--- config.mk ---
export PLATFORM = sky130hd
export DESIGN_NAME = panel_input_ctrl
export DESIGN_NICKNAME = d
export VERILOG_FILES = /design/src/rtl/panel_input_ctrl.sv
export SDC_FILE = /design/constraint.sdc
export NUM_CORES = 1
export LEC_CHECK = 0
export BUFFER_PORTS_ARGS = -buffer_cell sky130_fd_sc_hd__buf_2
export CAP_MARGIN = 0
export CORE_MARGIN = 5
export CORE_UTILIZATION = 30
export DETAILED_ROUTE_END_ITERATION = 16
export MAX_ROUTING_LAYER = met4
export SYNTH_ARGS = -nofsm -noshare
export SYNTH_HDL_FRONTEND = slang
export SYNTH_SLANG_ARGS = --single-unit
--- constraint.sdc ---
create_clock -name clk -period 2.7 [get_ports clk]
set_clock_uncertainty 0.1 [all_clocks]
set_input_delay 0.54 -clock clk [delete_from_list [all_inputs] [get_ports clk]]
set_output_delay 0.54 -clock clk [all_outputs]
set_load 0.05 [all_outputs]
--- src/rtl/panel_input_ctrl.sv ---
// Front-panel input conditioning: 2-flop synchronisers, per-bit debounce,
// key/mode-change pulse generation and the manual-entry address counter.
module panel_input_ctrl #(
    parameter int DEB_CYCLES = 4,
    parameter int CNT_W      = 20
) (
    input  logic       clk,
    input  logic       rst,
    input  logic       SW1,
    input  logic       SW2,
    input  logic       A1,
    input  logic [7:0] D,
    output logic [1:0] cpustate,
    output logic       a1_pulse,
    output logic [7:0] d_out,
    output logic [7:0] panel_addr,
    output logic       mode_chg
);

    localparam int NB = 11;

    typedef enum logic [1:0] {
        ST_LOAD  = 2'b00,
        ST_CHECK = 2'b01,
        ST_RUN   = 2'b10
    } mode_e;

    // Bit map: [10]=SW1, [9]=SW2, [8]=A1, [7:0]=D
    logic [NB-1:0] raw_in;
    logic [NB-1:0] sync1_reg;
    logic [NB-1:0] sync2_reg;
    logic [NB-1:0] stable;

    assign raw_in = {SW1, SW2, A1, D};

    always_ff @(posedge clk or negedge rst) begin
        if (!rst) begin
            sync1_reg <= '0;
            sync2_reg <= '0;
        end else begin
            sync1_reg <= raw_in;
            sync2_reg <= sync1_reg;
        end
    end

    generate
        for (genvar gi = 0; gi < NB; gi++) begin : g_deb
            logic [CNT_W-1:0] cnt_reg;
            logic             stable_reg;

            // Any cycle where the synced bit agrees with the stable value
            // restarts the count, so short glitches never commit.
            always_ff @(posedge clk or negedge rst) begin
                if (!rst) begin
                    cnt_reg    <= '0;
                    stable_reg <= 1'b0;
                end else if (sync2_reg[gi] == stable_reg) begin
                    cnt_reg <= '0;
                end else if (cnt_reg == CNT_W'(DEB_CYCLES - 1)) begin
                    stable_reg <= sync2_reg[gi];
                    cnt_reg    <= '0;
                end else begin
                    cnt_reg <= cnt_reg + 1'b1;
                end
            end

            assign stable[gi] = stable_reg;
        end
    endgenerate

    assign cpustate = stable[10:9];
    assign d_out    = stable[7:0];

    logic       a1_prev_reg;
    logic [1:0] mode_prev_reg;
    logic       a1_pulse_reg;
    logic       mode_chg_reg;

    always_ff @(posedge clk or negedge rst) begin
        if (!rst) begin
            a1_prev_reg   <= 1'b0;
            mode_prev_reg <= 2'b00;
            a1_pulse_reg  <= 1'b0;
            mode_chg_reg  <= 1'b0;
        end else begin
            a1_prev_reg   <= stable[8];
            mode_prev_reg <= stable[10:9];
            a1_pulse_reg  <= stable[8] & ~a1_prev_reg;
            mode_chg_reg  <= (stable[10:9] != mode_prev_reg);
        end
    end

    assign a1_pulse = a1_pulse_reg;
    assign mode_chg = mode_chg_reg;

    mode_e      state_reg;
    mode_e      state_next;
    logic [7:0] addr_reg;
    logic [7:0] addr_next;

    always_ff @(posedge clk or negedge rst) begin
        if (!rst) begin
            state_reg <= ST_LOAD;
            addr_reg  <= 8'h00;
        end else begin
            state_reg <= state_next;
            addr_reg  <= addr_next;
        end
    end

    // Clear on mode change takes priority over a coincident key increment.
    always_comb begin
        state_next = state_reg;
        addr_next  = addr_reg;
        case (cpustate)
            2'b00:   state_next = ST_LOAD;
            2'b01:   state_next = ST_CHECK;
            default: state_next = ST_RUN;
        endcase
        if (mode_chg_reg) begin
            addr_next = 8'h00;
        end else if (a1_pulse_reg && (state_reg != ST_RUN)) begin
            addr_next = addr_reg + 8'h01;
        end
    end

    assign panel_addr = addr_reg;

endmodule

-- Yosys cells after proc, flatten, opt, wreduce, memory -nomap -nowiden
Cells that the tools add are included.
- add/subtract/negate cells: 12
- equality and inequality tests: 25
- multiplexer cells: 25
- bitwise gates (word level): 13
- reductions and logical operators: 14
- operator list (operator ; count):
    two-way mux 20 bit ; 22
    adder 20 x 1 -> 20 bit (second input constant) ; 11
    == test 20 x 2 -> 1 bit (second input constant) ; 11
    AND reduction 2 bit ; 11
    two-way mux 8 bit ; 2
    inverter 1 bit ; 12
    == test 1 bit ; 11
    adder 8 x 1 -> 8 bit (second input constant) ; 1
    one-hot mux 2 bit (2 select lines) ; 1
    == test 2 x 1 -> 1 bit (second input constant) ; 1
    zero test 2 bit ; 1
    != test 2 bit ; 1
    != test 2 bit (second input constant) ; 1
    nonzero test 2 bit ; 1
    AND 1 bit ; 1
    logical AND 1 bit ; 1
- bits in registers: 268
- input port bits: 13
- output and inout bits: 20
- logic and storage cells: 119

-- Depth between registers and ports, before layout
Gate-level depths: netlist of run 1.
- word-level depth: 4
- depth in mapped cells: 6

-- Worst setup path after synthesis of run 1
Ideal clock, no wire load.
- path kind: register to register
- from: reg g_deb[2].cnt_reg[0]
- to: reg g_deb[2].cnt_reg[18]
- setup time: 78 ps
- arrival: 1746 ps
- data required time: 2522 ps
- slack: 776 ps
- stages on the path, launching flop included: 6
- path buffers: 0
- clock period less this slack: 1924 ps
- cell sequence: dfrtp_1 > ha_1 > nand3_1 > or3_1 > or4_1 > a21oi_1
- word-level cells in the longest chain between the ends: 3
- elaborated cells between the ends (all ways): 4
- classes of those cells: 1 x add/sub; 1 x eq/ne; 2 x mux
- RTL lines (what ; line ; text):
    from (decl) ; 48 ; logic [CNT_W-1:0] cnt_reg;
    from (signal assigned) ; 63 ; cnt_reg <= cnt_reg + 1'b1;
    adder 20 x 1 -> 20 bit or == test 20 x 2 -> 1 bit (tied branches) ; 63, 59 ;
    two-way mux 20 bit (*) ; 59 ; end else if (cnt_reg == CNT_W'(DEB_CYCLES - 1)) begin
    two-way mux 20 bit (*) ; 57 ; end else if (sync2_reg[gi] == stable_reg) begin
Every way passes the cells marked *; elsewhere a longest branch is shown, timed or not.
A chain may end at the register's enable or synchronous reset.

-- Final worst setup path of run 1
Same ends and word-level chain as after synthesis.

==> results of run 1 <==
## synthesized netlist by cell type (all sizes together), types with 13 or more instances
cell	instances	area share [%]
nor4	63	3.0
dfrtp	268	52
nand2	73	2.1
o21ai	54	2.1
nor2	212	6.2
and3	13	0.63
clkbuf	37	1.1
inv	37	1.1
nand4	65	3.3
xor2	74	5.0
nor3	23	0.89
and4	28	1.9
buf	15	0.76
or3	44	2.1
ha	23	2.2
a21oi	54	2.1
xnor2	87	5.9
nand3	77	3.1
or4	15	0.93
## area by class of cell
type | instances | area, um^2
multi-input combinational | 962 | 5850
inverter | 37 | 139
clock inverter | 20 | 285
tap | 585 | 732
sequential | 268 | 6710
timing repair buffer | 65 | 485
clock buffer | 36 | 823
fill | 4320 | 27900
## metrics by stage
| step | instances | hold WS (ns) |
|---|---|---|
| after global routing | 1973 | 0.260 |
| final | 1973 | 0.247 |
| after global placement | 1905 | 0.232 |
| after CTS | 1973 | 0.251 |
| after detailed placement | 1905 | 0.236 |
| after floorplan | 1319 | 0.144 |
## cell families (layout without fill, tap and decap cells)
group,Yosys count,count (layout),share of synthesized area [%]
simple gates,641,641,25.8
fa+ha+maj,23,23,2.23
mux,11,11,0.958
xor+xnor,161,161,10.9
flops,268,268,51.9
buf+inv,89,158,2.95
compound gates,126,126,5.28
## power by group through the flow
stage	registers [mW]	logic [mW]	clock network, mW
floorplan	4.76	1.51	0
global placement	4.80	2.05	0
detailed placement	4.82	2.06	0
CTS	4.75	2.09	4.61
global route	4.81	2.30	4.79
finish	4.75	2.04	4.45
## critical path: cells and delay by family (launching register included)
kind                     cells  cell delay [ns]
AO/OA/AOI/OAI                1             0.17
flip-flops                   1             0.42
AND/OR/NAND/NOR              3             1.13
adder cells (fa/ha/maj)      1             0.21
## final timing paths
path	from	endpoint	slack [ns]	cells after the start
max	g_deb[2].cnt_reg[0]	g_deb[2].cnt_reg[18]	0.59	5
min	sync1_reg[5]	sync2_reg[5]	0.25	0
max reg2reg	g_deb[2].cnt_reg[0]	g_deb[2].cnt_reg[18]	0.59	5
min reg2reg	sync1_reg[5]	sync2_reg[5]	0.25	0
max in group asynchronous	rst	g_deb[0].cnt_reg[7]	1.30	3
min in group asynchronous	rst	sync1_reg[2]	0.41	2
## metal layers
layer / global-route usage [%] / vias up / wire, um
li1: - / 4736 / -
met1: 14.4 / 4527 / 12100
met2: 17.1 / 101 / 10900
met3: 1.83 / 44 / 739
met4: 2.49 / 0 / 495
met5: - / - / 0
==> flow_metrics.tcl, run 1 <==
set metrics [dict create \
    wl_um 24200 \
    hold_violations 0 \
    setup_ws_ns 0.589 \
    grt_pass1_vias 9354 \
    drt_iter0_markers 553 \
    cts_root_buf "clkbuf_16" \
    worst_slew_pin_slew_ns 0.567 \
    worstSetupPathType "reg2reg" \
    cts_tree "done" \
    port_buffers 32 \
    die_y_um 218 \
    grt_pass1_wl_um 43600 \
    max_freq_mhz 474 \
    peakVddDrop_v 0.000637 \
    die_width_um 218 \
    num_vias 9408 \
    ys_seq_area_share_pct 51.9 \
    dp.final_hpwl_um 16100 \
    synth-edff-count 0 \
    n_antenna_cell 0 \
    syn_area_um2 12900 \
    p_int_mw 7.79 \
    syn_to_final_growth_pct 16.1 \
    setup_viol 0 \
    vias_per_cell 4.77 \
    min_period_ns 2.11 \
    path_clk_slew_ns 0.06 \
    swShare_pct 30.7 \
    hold_path.class "reg2reg" \
    crit_required_ns 3.08 \
    placed_area_um2 13800 \
    p_comb_share_pct 18.2 \
    cts_resized 0 \
    final_cell_mix "dfrtp_1, nor2_1, xnor2_1, nand3_1, xor2_1" \
    utilization_pct 35.0 \
    yosysUniqueCellTypes 44 \
    crit_fanout 6 \
    synth_flop_cell "dfrtp_1" \
    final_common_cell "dfrtp_1" \
    gp_congestion 0.817 \
    postCtsSetupRepairBufs 0 \
    overflow 0 \
    slew_headroom_pct 62.2 \
    largest_register_ffs 220 \
    ctsHoldBuffers 12 \
    pre_cts_slack_ns 0.604 \
    synth-seq-cells 268 \
    nets 1400 \
    slowest_delay_ns 0.51 \
    yosys_warnings 0 \
    post-route-drc-count 0 \
    syn_nets 1355 \
    cp_slowest_cell "or4_1" \
    die_area_um2 47400 \
    setup_tns_ns 0 \
    pwr_density_cell_nw_per_um2 748 \
    power_mw 11.2 \
    detail_route.first_pass.iterations 4 \
    rsz0062_at_grt "false" \
    h-tree-depth 1 \
    avgSynthCellArea_um2 9.81 \
    grt_usage_pct 10.7 \
    numCtsBuffers 30 \
    ant_nets 0 \
    end_kind "flop" \
    clockBufferDepth 3 \
    p_seq_share_pct 42.3 \
    grt_start_max_net_pins 70 \
    worstPathArrival_ns 2.49 \
    cts_num_sinks 268 \
    outcome "complete, no violations" \
    async_reset_ff_share_pct 100 \
    drive_gt1_share_pct 9.65 \
    slew_violations 0 \
    initial_core_util_pct 30.2 \
    p_leak_nw 6.11 \
    cp_cell_sequence "ha_1, nand3_1, or3_1, or4_1, a21oi_1" \
    period_share_pct 78.2 \
    worst_setup_path_start_kind "flop" \
    rows 76 \
    clk_latency_ns 0.57 \
    p_switching_mw 3.45 \
    wl_per_cell_um 12.3 \
    p_clk_share_pct 39.6 \
    final_area_um2 15000 \
    drv_cap 0 \
    core_um2 42900 \
    boundaryPins 33 \
    synth_cells 1319 \
    antenna_found_initial 0 \
]
Power figures use the tool's default switching activity.
==> run 2, diff against run 1 <==
==> constraint.sdc (replaced) <==
create_clock -name clk -period 2.15 [get_ports clk]
set_clock_uncertainty 0.1 [all_clocks]
set_input_delay 0.43 -clock clk [delete_from_list [all_inputs] [get_ports clk]]
set_output_delay 0.43 -clock clk [all_outputs]
set_load 0.05 [all_outputs]
==> flow_metrics.tcl, run 2 (synthesized netlist as in run 1, its figures left out) <==
set metrics [dict create \
    outcome "complete, no violations" \
    setup_viol 0 \
    grtUsageMet3_pct 1.90 \
    end_kind "flop" \
    hold_violations 0 \
    numCtsBuffers 30 \
    cp_cell_sequence "nand3_4, or4_4, or4_1, a21oi_1" \
    drive_gt1_share_pct 11.2 \
    slowest_delay_ns 0.58 \
    crit_fanout 8 \
    power_mw 13.9 \
    initial_core_util_pct 30.2 \
    max_freq_mhz 491 \
    rsz0062_at_grt "false" \
    dp.final_hpwl_um 16800 \
    grt_pass1_wl_um 44600 \
    port_buffers 32 \
    die_area_um2 47400 \
    nFillCells 4321 \
    grt.busiest_layer "met2" \
    worst_slew_pin_slew_ns 0.448 \
    detail_route.first_pass.iterations 5 \
    cp_slowest_cell "or4_4" \
    rows 76 \
    die_width_um 218 \
    min_period_ns 2.04 \
    pwr_density_cell_nw_per_um2 917 \
    final_common_cell "dfrtp_1" \
    cts_tree "done" \
    ant_nets 0 \
    cts_root_buf "clkbuf_16" \
    syn_to_final_growth_pct 17.2 \
    boundaryPins 33 \
    grt_start_max_net_pins 70 \
    wl_um 24700 \
    nets 1425 \
    met2_usage_pct 18.0 \
    clk_latency_ns 0.55 \
    largest_register_ffs 220 \
    cp.buffers_inverters 0 \
    final_area_um2 15200 \
    setup_tns_ns 0 \
    cts_num_sinks 268 \
    antenna_found_initial 0 \
    slew_headroom_pct 69.9 \
    placed_area_um2 14000 \
    drt_iter0_markers 473 \
    gp_congestion 0.845 \
    crit_required_ns 2.52 \
    grt_usage_pct 11.0 \
    cp_top_family "simple AND/OR/NAND/NOR gates" \
    period_share_pct 94.8 \
    die_y_um 218 \
    post-route-drc-count 0 \
    vias_per_cell 4.78 \
    slew_violations 0 \
    n_antenna_cell 0 \
    wl_per_cell_um 12.4 \
    final_cell_mix "dfrtp_1, nor2_1, xnor2_1, nand3_1, xor2_1" \
    peakVddDrop_v 0.000712 \
    drv_cap 0 \
    core_um2 42900 \
    grt_pass1_vias 9721 \
    num_vias 9551 \
    grtUsageMet1_pct 14.2 \
    p_leak_nw 6.22 \
    path_clk_slew_ns 0.06 \
    hold_path.class "reg2reg" \
    overflow 0 \
    clockBufferDepth 3 \
    worstSetupPathType "reg2reg" \
    worstPathArrival_ns 2.41 \
    worst_setup_path_start_kind "flop" \
    h-tree-depth 1 \
]
run 2: cell types whose count changed in the layout (fill, tap and decap cells not counted), sizes merged:
cell	delta
inv	-1
buf	+25
clkbuf	+5
clkinvlp	-3
bufinv	-2
run 2: repair_timing:
item                                   CTS  global route
hold buffers                            12             0
buffers inserted                         0             0
setup endpoints to repair                0             5
resized for setup                        0             2
endpoints found under the hold margin   54             0
run 2: worst paths after layout:
kind / from / end / slack (ns) / cells past startpoint
max in group asynchronous: rst / g_deb[9].cnt_reg[6] / 0.96 / 3
setup reg to reg: g_deb[4].cnt_reg[4] / g_deb[4].cnt_reg[19] / 0.11 / 4
hold reg to reg: sync1_reg[3] / sync2_reg[3] / 0.24 / 0
setup / recovery: g_deb[4].cnt_reg[4] / g_deb[4].cnt_reg[19] / 0.11 / 4
hold / removal: sync1_reg[3] / sync2_reg[3] / 0.24 / 0
min in group asynchronous: rst / sync1_reg[2] / 0.27 / 2
run 2: cell type report:
type                            count  area (um^2)  area share, %
Inverter                           37          139          0.916
Multi-Input combinational cell    962         5850           38.6
Sequential cell                   268         6710           44.2
Clock buffer                       41          883           5.83
Tap cell                          585          732           4.83
Clock inverter                     14          179           1.18
Timing Repair Buffer               90          673           4.44
run 2: power breakdown:
group          total (mW)  switching, mW  internal (mW)
clock                5.36           2.03           3.34
sequential           5.95          0.473           5.47
combinational        2.59           1.73          0.861
run 2: through the flow:
step	hold WS [ns]	util, %	setup slack [ns]	std cells
after floorplan	0.0344	-	0.226	1319
after global placement	0.233	32.6	0.145	1930
after detailed placement	0.235	32.6	0.133	1930
after CTS	0.248	35.3	0.0958	1997
after global routing	0.249	35.4	0.00348	1997
final	0.245	35.4	0.112	1997
run 2: routing by layer:
| metal | routed length [um] | vias up |
|---|---|---|
| met4 | 524 | 0 |
| met3 | 796 | 39 |
| met2 | 11400 | 103 |
| met1 | 12000 | 4637 |
| li1 | - | 4772 |
| met5 | 0 | - |
run 2: worst reg2reg max path, stage by stage (launching register included):
cell,delay [ns]
dfrtp_1,0.47
nand3_4,0.14
or4_4,0.58
or4_1,0.51
a21oi_1,0.16
==> run 3, diff against run 2 <==
==> constraint.sdc (replaced) <==
create_clock -name clk -period 1.7 [get_ports clk]
set_clock_uncertainty 0.1 [all_clocks]
set_input_delay 0.34 -clock clk [delete_from_list [all_inputs] [get_ports clk]]
set_output_delay 0.34 -clock clk [all_outputs]
set_load 0.05 [all_outputs]
==> flow_metrics.tcl, run 3 (synthesized netlist as in run 1, its figures left out) <==
set metrics [dict create \
    end_kind "flop" \
    die_y_um 218 \
    p_seq_share_pct 36.8 \
    cts_tree "done" \
    syn_to_final_growth_pct 43.8 \
    cts_num_sinks 268 \
    pwr_density_cell_nw_per_um2 1090 \
    grt_pass1_wl_um 50600 \
    largest_register_ffs 220 \
    crit_required_ns 2.04 \
    utilization_pct 43.4 \
    die_area_um2 47400 \
    p_int_mw 14.1 \
    p_switching_mw 6.30 \
    r2r_setup_slack_ns -0.11 \
    clockBufferDepth 3 \
    worst_setup_path_start_kind "flop" \
    initial_core_util_pct 30.2 \
    pre_cts_slack_ns -0.140 \
    dp.final_hpwl_um 19700 \
    peakVddDrop_v 0.000839 \
    wl_um 30700 \
    cts_root_buf "clkbuf_16" \
    overflow 0 \
    final_common_cell "buf_4" \
    r2r-end "g_deb[6].cnt_reg[10]" \
    slowest_delay_ns 0.41 \
    rr_worst_depth 6 \
    die_width_um 218 \
    rsz0062_at_grt "true" \
    worstPathArrival_ns 2.15 \
    crit_fanout 10 \
    min_period_ns 1.81 \
    failed_checks "negative setup slack" \
    hold_path.class "in2async" \
    grt_start_max_net_pins 70 \
    hold_violations 0 \
    p_leak_nw 7.88 \
    nets 1676 \
    port_buffers 32 \
    drive_gt1_share_pct 37.3 \
    core_um2 42900 \
    setup_ws_ns -0.105 \
    detail_route.first_pass.iterations 4 \
    p_clk_share_pct 35.6 \
    setup_viol 89 \
    vias_per_cell 4.82 \
    p_comb_share_pct 27.6 \
    nFillCells 3993 \
    clk_latency_ns 0.55 \
    max_freq_mhz 554 \
    period_share_pct 106 \
    slew_headroom_pct 73.8 \
    path_common_cell "buf_6" \
    ant_nets 0 \
    gp_congestion 0.833 \
    n_antenna_cell 0 \
    hold_slack_ns 0.0992 \
    worstSetupPathType "reg2reg" \
    r2r_start "g_deb[6].cnt_reg[4]" \
    setup_tns_ns -4.07 \
    post-route-drc-count 0 \
    slew_violations 0 \
    wl_per_cell_um 13.6 \
    crit_start "g_deb[6].cnt_reg[4]" \
    antenna_found_initial 0 \
    outcome "complete, but fails checks" \
    worst_slew_pin_slew_ns 0.389 \
    boundaryPins 33 \
    swShare_pct 30.9 \
    num_vias 10900 \
    h-tree-depth 1 \
    drv_cap 0 \
    grt_usage_pct 12.5 \
    cp_cell_sequence "buf_6, nor4_4, nand4_1, o21ai_2, buf_6, nor2_1" \
    drt_iter0_markers 560 \
    rows 76 \
    grt_pass1_vias 10800 \
    final_cell_mix "buf_4, dfrtp_1, nor2_1, xnor2_1, xor2_1" \
    numCtsBuffers 30 \
    cp_slowest_cell "dfrtp_1" \
    path_clk_slew_ns 0.06 \
]
run 3: cell count changes in the layout (fill, tap and decap cells not counted), sizes merged:
cell / change
bufinv: +3
clkbuf: +5
buf: +246
clkinv: -2
run 3: power groups by stage:
stage          Sequential, mW  Clock, mW  Combinational (mW)
2_1_floorplan            7.58          0                2.53
3_3_place_gp             7.53          0                4.03
3_5_place_dp             7.56          0                4.10
4_1_cts                  7.48       7.46                4.43
5_1_grt                  7.57       7.74                6.14
6_report                 7.49       7.25                5.63
run 3: worst max-delay path by stage:
| stage | end | slack, ns |
|---|---|---|
| floorplan | g_deb[8].cnt_reg[17] | -0.12 |
| finish | g_deb[6].cnt_reg[10] | -0.11 |
| detailed placement | g_deb[8].cnt_reg[17] | -0.14 |
| CTS | g_deb[0].cnt_reg[16] | -0.1 |
| global placement | g_deb[8].cnt_reg[15] | -0.07 |
| global route | g_deb[6].cnt_reg[16] | -0.17 |
run 3: final cells by class:
class	instances	area (um^2)	share of cell area (%)
Tap cell	585	732	3.93
Inverter	37	139	0.747
Clock buffer	41	863	4.64
Clock inverter	15	255	1.37
Timing Repair Buffer	341	2800	15.1
Multi-Input combinational cell	962	7070	38.0
Sequential cell	268	6740	36.2
run 3: worst max-delay path: cells and delay by family (launching register included):
| kind | cells | cell delay, ns |
|---|---|---|
| and+or+nand+nor | 3 | 0.53 |
| DFF | 1 | 0.41 |
| buffers and inverters | 2 | 0.34 |
| AOI/OAI and AO/OA | 1 | 0.31 |
run 3: stage by stage:
step / std cells / total power, mW / cell area, um^2
3_3_place_gp: 2120 / 11.6 / 15600
2_1_floorplan: 1319 / 10.1 / 13100
3_5_place_dp: 2120 / 11.7 / 15600
6_report: 2249 / 20.4 / 18600
4_1_cts: 2208 / 19.4 / 17200
5_1_grt: 2249 / 21.5 / 18600
run 3: per-layer routing:
| metal | vias to the layer above | share of wire, % | routed length (um) | GRT usage [%] |
|---|---|---|---|---|
| met3 | 54 | 3.2 | 992 | 2.22 |
| li1 | 5289 | - | - | - |
| met5 | - | 0 | 0 | - |
| met1 | 5367 | 46 | 14000 | 16.4 |
| met4 | 0 | 2.3 | 696 | 2.86 |
| met2 | 141 | 49 | 15000 | 20.5 |
run 3: repair_timing:
| item | CTS | global route |
|---|---|---|
| gates resized for setup | 71 | 244 |
| pin swaps | 35 | 86 |
| hold buffers | 12 | 0 |
| setup buffers | 20 | 34 |
| endpoints found under the setup margin | 114 | 223 |
| gates cloned | 1 | 7 |
| endpoints found under the hold margin | 279 | 0 |
